`src/rtl/adc_multi_reader.sv`:
```
// Multi-lane serial ADC reader: conversion start, BUSY handshake, SCLK shift-in, optional averaging.
// Build with ADC_AVG_EN defined to average 2^AVG_LOG2 conversions per result; otherwise each conversion is output directly.
module adc_multi_reader #(
  parameter int NCH      = 2,
  parameter int NBITS    = 16,
  parameter int SCLK_DIV = 2,
  parameter int CNV_CYC  = 4,
  parameter int BUSY_TMO = 255,
  parameter int AVG_LOG2 = 2
) (
  input  logic                   CLK,
  input  logic                   RST,
  input  logic                   start,
  output logic                   CNVST_ADC,
  input  logic                   BUSY_ADC,
  output logic                   CS_ADC,
  output logic                   SCLK_ADC,
  input  logic [NCH-1:0]         DOUT_ADC,
  output logic [NCH*NBITS-1:0]   data,
  output logic                   data_valid,
  output logic                   busy,
  output logic                   timeout
);

  // state   | meaning
  // IDLE    | waiting for start
  // CONV    | CNVST_ADC low for CNV_CYC cycles
  // WAIT_HI | waiting for BUSY_ADC to rise
  // WAIT_LO | waiting for BUSY_ADC to fall
  // SHIFT   | CS_ADC low, NBITS SCLK periods
  // ACC     | fold captured words into the result
  // DONE    | publish data, pulse data_valid
  localparam logic [2:0] S_IDLE    = 3'd0;
  localparam logic [2:0] S_CONV    = 3'd1;
  localparam logic [2:0] S_WAIT_HI = 3'd2;
  localparam logic [2:0] S_WAIT_LO = 3'd3;
  localparam logic [2:0] S_SHIFT   = 3'd4;
  localparam logic [2:0] S_ACC     = 3'd5;
  localparam logic [2:0] S_DONE    = 3'd6;
  localparam int CW = 16;

  logic [2:0]                 state_q, state_d;
  logic [CW-1:0]              tmr_q, tmr_d;
  logic [4:0]                 bit_q, bit_d;
  logic                       cnvst_q, cnvst_d;
  logic                       cs_q, cs_d;
  logic                       sclk_q, sclk_d;
  logic                       valid_q, valid_d;
  logic                       tmo_q, tmo_d;
  logic [NCH-1:0][NBITS-1:0]  shreg_q, shreg_d;
  logic [NCH-1:0][NBITS-1:0]  data_q, data_d;
  logic [NCH-1:0][NBITS-1:0]  result;
  logic                       last_conv;

`ifdef ADC_AVG_EN
  localparam int AW    = NBITS + AVG_LOG2;
  localparam int NCONV = 1 << AVG_LOG2;
  logic [NCH-1:0][AW-1:0] acc_q, acc_d;
  logic [4:0]             conv_q, conv_d;

  assign last_conv = (conv_q == 5'(NCONV - 1));
  always_comb begin
    for (int i = 0; i < NCH; i++) result[i] = NBITS'(acc_q[i] >> AVG_LOG2);
  end
`else
  assign last_conv = 1'b1;
  assign result    = shreg_q;
`endif

  always_comb begin
    state_d = state_q;
    tmr_d   = tmr_q;
    bit_d   = bit_q;
    cnvst_d = cnvst_q;
    cs_d    = cs_q;
    sclk_d  = sclk_q;
    valid_d = 1'b0;
    tmo_d   = tmo_q;
    shreg_d = shreg_q;
    data_d  = data_q;
`ifdef ADC_AVG_EN
    acc_d   = acc_q;
    conv_d  = conv_q;
`endif
    case (state_q)
      S_IDLE: begin
        if (start) begin
          tmo_d   = 1'b0;
          cnvst_d = 1'b0;
          tmr_d   = CW'(CNV_CYC - 1);
          state_d = S_CONV;
`ifdef ADC_AVG_EN
          acc_d   = '0;
          conv_d  = '0;
`endif
        end
      end
      S_CONV: begin
        if (tmr_q == '0) begin
          cnvst_d = 1'b1;
          tmr_d   = CW'(BUSY_TMO - 1);
          state_d = S_WAIT_HI;
        end else tmr_d = tmr_q - 1'b1;
      end
      S_WAIT_HI: begin
        if (BUSY_ADC) begin
          tmr_d   = CW'(BUSY_TMO - 1);
          state_d = S_WAIT_LO;
        end else if (tmr_q == '0) begin
          tmo_d   = 1'b1;
          state_d = S_IDLE;
        end else tmr_d = tmr_q - 1'b1;
      end
      S_WAIT_LO: begin
        if (!BUSY_ADC) begin
          cs_d    = 1'b0;
          sclk_d  = 1'b0;
          tmr_d   = CW'(SCLK_DIV - 1);
          bit_d   = 5'(NBITS - 1);
          state_d = S_SHIFT;
        end else if (tmr_q == '0) begin
          tmo_d   = 1'b1;
          state_d = S_IDLE;
        end else tmr_d = tmr_q - 1'b1;
      end
      S_SHIFT: begin
        // Lanes are captured on the edge that returns SCLK high.
        if (tmr_q != '0) tmr_d = tmr_q - 1'b1;
        else if (!sclk_q) begin
          sclk_d = 1'b1;
          tmr_d  = CW'(SCLK_DIV - 1);
          for (int i = 0; i < NCH; i++) shreg_d[i] = {shreg_q[i][NBITS-2:0], DOUT_ADC[i]};
        end else if (bit_q == '0) begin
          cs_d    = 1'b1;
          state_d = S_ACC;
        end else begin
          sclk_d = 1'b0;
          bit_d  = bit_q - 1'b1;
          tmr_d  = CW'(SCLK_DIV - 1);
        end
      end
      S_ACC: begin
`ifdef ADC_AVG_EN
        for (int i = 0; i < NCH; i++) acc_d[i] = acc_q[i] + AW'(shreg_q[i]);
        conv_d = conv_q + 1'b1;
`endif
        if (last_conv) state_d = S_DONE;
        else begin
          cnvst_d = 1'b0;
          tmr_d   = CW'(CNV_CYC - 1);
          state_d = S_CONV;
        end
      end
      S_DONE: begin
        data_d  = result;
        valid_d = 1'b1;
        state_d = S_IDLE;
      end
      default: state_d = S_IDLE;
    endcase
  end

  always_ff @(posedge CLK or posedge RST) begin
    if (RST) begin
      state_q <= S_IDLE;
      tmr_q   <= '0;
      bit_q   <= '0;
      cnvst_q <= 1'b1;
      cs_q    <= 1'b1;
      sclk_q  <= 1'b1;
      valid_q <= 1'b0;
      tmo_q   <= 1'b0;
      shreg_q <= '0;
      data_q  <= '0;
`ifdef ADC_AVG_EN
      acc_q   <= '0;
      conv_q  <= '0;
`endif
    end else begin
      state_q <= state_d;
      tmr_q   <= tmr_d;
      bit_q   <= bit_d;
      cnvst_q <= cnvst_d;
      cs_q    <= cs_d;
      sclk_q  <= sclk_d;
      valid_q <= valid_d;
      tmo_q   <= tmo_d;
      shreg_q <= shreg_d;
      data_q  <= data_d;
`ifdef ADC_AVG_EN
      acc_q   <= acc_d;
      conv_q  <= conv_d;
`endif
    end
  end

  assign CNVST_ADC  = cnvst_q;
  assign CS_ADC     = cs_q;
  assign SCLK_ADC   = sclk_q;
  assign data       = data_q;
  assign data_valid = valid_q;
  assign busy       = (state_q != S_IDLE);
  assign timeout    = tmo_q;

endmodule

```
`config.mk`:
```
export PLATFORM = sky130hd
export DESIGN_NAME = adc_multi_reader
export DESIGN_NICKNAME = d
export VERILOG_FILES = /design/src/rtl/adc_multi_reader.sv
export SDC_FILE = /design/constraint.sdc
export NUM_CORES = 1
export LEC_CHECK = 0
export CAP_MARGIN = 20
export CORE_MARGIN = 2
export CORE_UTILIZATION = 61
export CTS_CLUSTER_DIAMETER = 60
export DETAILED_ROUTE_END_ITERATION = 10
export PLACE_DENSITY = 0.94
export SLEW_MARGIN = 20
export SYNTH_ARGS = -nofsm -noshare
export SYNTH_HDL_FRONTEND = slang
export SYNTH_SLANG_ARGS = --single-unit
```
`constraint.sdc`:
```
create_clock -name CLK -period 5 [get_ports CLK]
set_input_delay 0.5 -clock CLK [delete_from_list [all_inputs] [get_ports CLK]]
set_output_delay 0.5 -clock CLK [all_outputs]
set_load 0.005 [all_outputs]
```
## Word level (Yosys, flattened, before mapping)

Index checks and enable logic that the tools add are counted.

- Register bits after elaboration: 93
- Output and inout port bits: 38
- Word-level logic and storage cells: 89

- Add/sub/neg operators: 2
- Equal/unequal tests: 16
- Muxes and demuxes: 40
- Bitwise operators: 2
- Reductions and logical operators: 17

Operator list:

| cell | count |
|---|---|
| 16-bit 2-to-1 mux | 8 |
| 16-bit case mux with 5 select lines | 1 |
| 3-bit 2-to-1 mux | 8 |
| 5-bit 2-to-1 mux | 4 |
| 2-bit inequality test, second input constant | 9 |
| 3-bit case mux with 6 select lines | 1 |
| 16-bit zero test | 1 |
| 16-bit nonzero test | 1 |
| 16-bit by 1-bit subtractor with 16-bit output, second input constant | 1 |
| 5-bit AND reduction | 3 |
| 1-bit 2-to-1 mux | 13 |
| 3-bit AND reduction | 4 |
| 5-bit case mux with 2 select lines | 1 |
| 3-bit == test, second input constant | 3 |
| 3-bit by 2-bit == test with 1-bit output, second input constant | 2 |
| 1-bit case mux with 2 select lines | 3 |
| 3-bit nonzero test | 2 |
| 5-bit zero test | 1 |
| 5-bit nonzero test | 1 |
| 5-bit by 1-bit subtractor with 5-bit output, second input constant | 1 |
| 4-bit inequality test, second input constant | 1 |
| 4-bit AND reduction | 1 |
| 2-bit nonzero test | 2 |
| 3-bit by 1-bit == test with 1-bit output, second input constant | 1 |
| 3 further kinds | 4 |

## Depth between registers and ports, before layout

- Word-level depth: 5
- Gate-level depth with buffers: 11

## Least setup slack after synthesis

No wires, ideal clock.

- Kind: register to register
- Start point: register tmr_q[6]
- End point: register tmr_q[0]
- Library setup time: 87 ps
- Arrival: 2196 ps
- Setup slack: 2717 ps
- Stages on the path, launching flop included: 11
- Path buffers: 1
- Period minus slack after synthesis: 2283 ps
- Cell sequence: dfrtp_1 -> buf_6 -> nor4_4 -> nand4b_4 -> nor2_8 -> inv_2 -> ha_1 -> o21ai_0 -> a21oi_1 -> o221a_2 -> a22oi_1

- Word-level cells in the longest chain between the ends: 4
- Elaborated cells on any way between the ends: 10

RTL lines:

| item | line | text |
|---|---|---|
| from (decl) | 43 | `logic [CW-1:0] tmr_q, tmr_d;` |
| from (signal assigned) | 181 | `tmr_q <= tmr_d;` |
| 16-bit zero test | 99, 109, 121 |  |
| 16-bit 2-to-1 mux | n/a |  |
| 16-bit 2-to-1 mux, on equally long branches | n/a |  |
| 16-bit case mux with 5 select lines | 85 | `case (state_q)` |

Parallel ways exist; a longest one is shown, timed or not.
A chain may end at the register's enable or synchronous reset.

## Worst setup path after layout

- Start point: register state_q[2]
- End point: register data_q (netlist bit data[27])

- Word-level cells in the longest chain between the ends: 1

RTL lines:

| item | line | text |
|---|---|---|
| from (decl) | 42 | `logic [2:0] state_q, state_d;` |
| from (signal assigned) | 180 | `state_q <= state_d;` |
| 3-bit == test | 85 |  |
| to (signal assigned) | 189 | `data_q <= data_d;` |
| to (decl) | 51 | `logic [NCH-1:0][NBITS-1:0] data_q, data_d;` |

No other way between the ends.

==> impl.org <==
** Logic synthesis
- The number of nets handed over by synthesis was 443.
- Yosys Warn Count :: 0
- Share of synthesized registers carrying an async set or reset :: 1.00
- The synthesized netlist occupies a cell area of 4410 um2.
- Syn avg cell area :: 10.2 um2
- Mux cell area share after synthesis :: 0.0908
- Fraction of the mapped netlist area in adder cells :: 0.0193
- By count the netlist is led by sky130_fd_sc_hd__nand2_1 (112), sky130_fd_sc_hd__dfrtp_1 (90), sky130_fd_sc_hd__mux2_2 (32).
- In the post-synthesis netlist, the cell with the most instances is sky130_fd_sc_hd__nand2_1.
- Post-synthesis compound-gate area fraction :: 0.104
- Library cell with the largest summed area after synthesis :: sky130_fd_sc_hd__dfrtp_1
- Basic-gate share of the synthesized area counting and, or, nand and nor cells :: 0.217
- For this run, the leading register cell type out of synthesis is sky130_fd_sc_hd__dfrtp_1.
- Sorting the synthesized cells by area gives the leading types as sky130_fd_sc_hd__dfrtp_1 (51%), sky130_fd_sc_hd__nand2_1 (9.5%), sky130_fd_sc_hd__mux2_2 (8.2%).
- Sequential-to-total area share from yosys stat :: 0.529
- In this run, distinct cell masters in the synthesized netlist total 65.
- Area share of the largest cell type after synthesis :: 0.511
- Of the total synthesized cell area, the portion taken by XOR and XNOR cells is 0.00397.
- Counting flops with a built-in enable in the synthesized netlist gives 0.
- After synthesis, the largest family of logic cells by area is simple AND/OR/NAND/NOR gates.
- Synthesis produced a netlist whose cell count is 431.
- Flops & latches, synth :: 93

** Clock tree
- Cts hold-fix bufs :: 0
- TritonCTS built the clock tree.
- The clock passes through at most 2 buffers.
- H-tree lvl count :: 3
- Clock tree synthesis inserted a total of 9 buffers.
- Clock latency on the worst-skew pair :: 0.37 ns
- Clock tree synthesis found a total of 93 sinks.
- Clk root buf :: sky130_fd_sc_hd__clkbuf_8
- Post_cts resized :: 0
- Count of buffers added by post-CTS timing repair for setup :: 0
- Clock-pin slew was measured on the worst setup and hold paths at 0.10 ns.

** Drt
- Using the TritonRoute via totals, the vias-per-cell ratio works out to 6.10.
- Post-route ant nets :: 0
- Detailed-route DRC error count :: 0
- First-pass iteration count of the detailed router :: 5
- Initial DRC Count :: 371
- Detailed routing inserted a total of 3452 vias.
- Dividing the detail-routed wire length by the instance count gives 17.7 um.
- The routed design has 9990 um of wire.

** Floorplan
- From left edge to right edge, the die measures 89.0 um.
- In this run the count of I/O pins placed on the die edge is 44.
- The total area inside the core boundary comes to 6910 um2.
- Vertical die dimension :: 89.0 um
- Effective utilization at floorplan :: 0.638
- Die Outline Area :: 7920 um2
- In this run the core area contains 30 standard-cell rows.

** Power
- In this run the power density over the cells is 467 nW/um2.
- Of the total power, the clock network draws 0.208.
- Reported net switching power :: 0.982 mW
- Switch share :: 0.416
- Power share of the combinational group :: 0.366
- Cell-internal power :: 1.38 mW
- The share of total power dissipated in sequential elements is 0.426.
- Across the VDD grid, the largest voltage drop is 222 uV.
- The analysis attributes to cell leakage a power of 2.39 nW.

** Critical path
- Required time worst endpoint :: 5.31 ns
- The worst setup path is captured at a flip-flop.
- For the worst flop-to-flop path, the logic depth is 5.
- For this run, the slowest stage of the critical path takes 0.83 ns.
- At the worst endpoint, the arrival time is 3.19 ns.
- STA classifies the critical path startpoint as a flip-flop.
- Master of the slowest instance on the critical path :: sky130_fd_sc_hd__inv_1
- The number of buffers and inverters on the critical path is 2.
- Maximum fanout encountered on the critical timing path :: 33
- Critical path class :: reg2reg
- In this run the number of cells on the critical path is 5.
- The signal on the critical path passes through inv_1 -> or3_2 -> inv_1 -> nand2_1 -> nand2_1.
- Grouping stages by cell kind, the critical path spends the most delay in simple AND/OR/NAND/NOR gates.

** Job
- Max cap viols :: 0

** Placement
- Inst Count DP :: 550
- Post-detailed-placement cell area :: 4860 um2
- Buffers placed on the I/O ports in this run total 43.
- Detail Placement HPWL :: 6500 um
- Final weighted congestion in routability-driven placement :: 0.939

** STA
- Setup repair after global routing left no endpoint under its margin.
- Slew @ Worst Pin :: 0.971 ns
- Shortest clock period the worst path allows after layout :: 2.88 ns
- Endpoints failing hold :: 0
- Maximum achievable frequency :: 0.348 GHz
- Period utilization :: 0.575
- The worst pin sits at a relative slew slack of 0.352.
- Setup violations remaining at the end of the flow were counted as 0.
- Number of pins with negative max-slew slack in the final report :: 0
- Between clock sinks in the finished design, the worst skew comes to 0.00919 ns.
- Adding up every negative setup slack in the final design gives 0 ns.

** Layout
- Post-route cell area :: 5060 um2
- Layout Nets :: 477
- Layout-stage area growth over the synthesis result :: 14.8%
- At the end of the flow the core is filled with cells to 0.732.
- Antenna Diode Count :: 0
- Final std cells w/o fill :: 566
- Share of cells above drive strength 1 :: 0.157

** Min path
- Instance count along the most critical hold path :: 2
- In this run the worst hold path is classified as reg2reg.

** Status
- The run finished with clean final reports.

** Global routing
- Aggregate global-route resource usage :: 0.271
- The initial antenna violation count was 0.
- GR Overflow Total :: 0
- Maximum number of pins on one net before global-route repair :: 63
- Global-route wire length before repair :: 16500 um
- The via count of the first global-routing pass is 3438.
-- metrics by stage --
step	power (mW)	hold slack (ns)	setup slack [ns]
CTS	2.33	0.485	2.05
floorplan	1.66	0.435	2.08
finish	2.36	0.482	2.12
global route	2.48	0.511	2.00
detailed placement	1.84	0.462	2.07
global placement	1.78	0.446	2.19
-- worst register-to-register path, stage by stage, from the launching register on --
cell and delay [ns]:
sky130_fd_sc_hd__dfrtp_1 0.75, sky130_fd_sc_hd__inv_1 0.13, sky130_fd_sc_hd__or3_2 0.80, sky130_fd_sc_hd__inv_1 0.84, sky130_fd_sc_hd__nand2_1 0.18, sky130_fd_sc_hd__nand2_1 0.11
-- layer usage --
metal,vias up,GRT usage,routed length (um)
li1,1567,-,-
met1,1684,0.344,4100
met2,164,0.452,4940
met3,37,0.0600,634
met4,0,0.117,314
met5,-,0,0
-- area by class of cell --
class                           count  area (um2)
Inverter                           11        43.8
Fill cell                         461        1850
Clock inverter                      7        67.6
Sequential cell                    93        2330
Multi-Input combinational cell    305        1930
Tap cell                           96         120
Clock buffer                        9         124
Timing Repair Buffer               45         445
-- state kept, by name (all words and copies together) (netlist names) --
signal      count
data           32
bit_q           5
tmr_q          16
CS_ADC          1
SCLK_ADC        1
state_q         3
data_valid      1
result         32
CNVST_ADC       1
timeout         1
-- final timing paths --
check | start | to | slack [ns]
min in group asynchronous | RST | data[22] | 0.61
max in group asynchronous | RST | tmr_q[2] | 3.48
max | state_q[2] | data[27] | 2.12
max reg2reg | state_q[2] | data[27] | 2.12
min | data[15] | data[15] | 0.48
min reg2reg | data[15] | data[15] | 0.48
-- power groups by stage --
stage	combinational, mW	clock [mW]	sequential (mW)
after global placement	0.783	0	1.00
final	0.865	0.490	1.01
after floorplan	0.727	0	0.929
after global routing	0.941	0.521	1.02
after CTS	0.842	0.490	0.999
after detailed placement	0.825	0	1.01
-- kinds of logic after synthesis --
kind of cell | count (synthesis)
simple gates | 192
fa+ha+maj | 7
mux | 36
xor+xnor | 2
flops | 93
buf+inv | 33
compound gates | 68
-- layout by cell type, fill, tap and decap left out, types with 3 or more instances in the layout --
| cell | synthesis | final |
|---|---|---|
| sky130_fd_sc_hd__a211oi_1 | 3 | 3 |
| sky130_fd_sc_hd__a21oi_1 | 21 | 21 |
| sky130_fd_sc_hd__a31oi_1 | 4 | 4 |
| sky130_fd_sc_hd__clkbuf_8 | 0 | 9 |
| sky130_fd_sc_hd__clkdlybuf4s50_1 | 0 | 43 |
| sky130_fd_sc_hd__dfrtp_1 | 90 | 90 |
| sky130_fd_sc_hd__dfstp_2 | 3 | 3 |
| sky130_fd_sc_hd__ha_1 | 6 | 6 |
| sky130_fd_sc_hd__inv_1 | 9 | 8 |
| sky130_fd_sc_hd__mux2_2 | 32 | 32 |
| sky130_fd_sc_hd__mux2i_1 | 4 | 4 |
| sky130_fd_sc_hd__nand2_1 | 112 | 112 |
| sky130_fd_sc_hd__nand2b_1 | 4 | 4 |
| sky130_fd_sc_hd__nand3_1 | 8 | 8 |
| sky130_fd_sc_hd__nand3b_1 | 3 | 3 |
| sky130_fd_sc_hd__nand4_1 | 3 | 3 |
| sky130_fd_sc_hd__nor2_1 | 18 | 18 |
| sky130_fd_sc_hd__nor2b_1 | 4 | 4 |
| sky130_fd_sc_hd__nor3_1 | 13 | 13 |
| sky130_fd_sc_hd__nor4_1 | 4 | 4 |
| sky130_fd_sc_hd__nor4_2 | 3 | 3 |
| sky130_fd_sc_hd__o21ai_0 | 9 | 9 |
| sky130_fd_sc_hd__o21ai_1 | 6 | 5 |
Power figures use the tool's default switching activity.
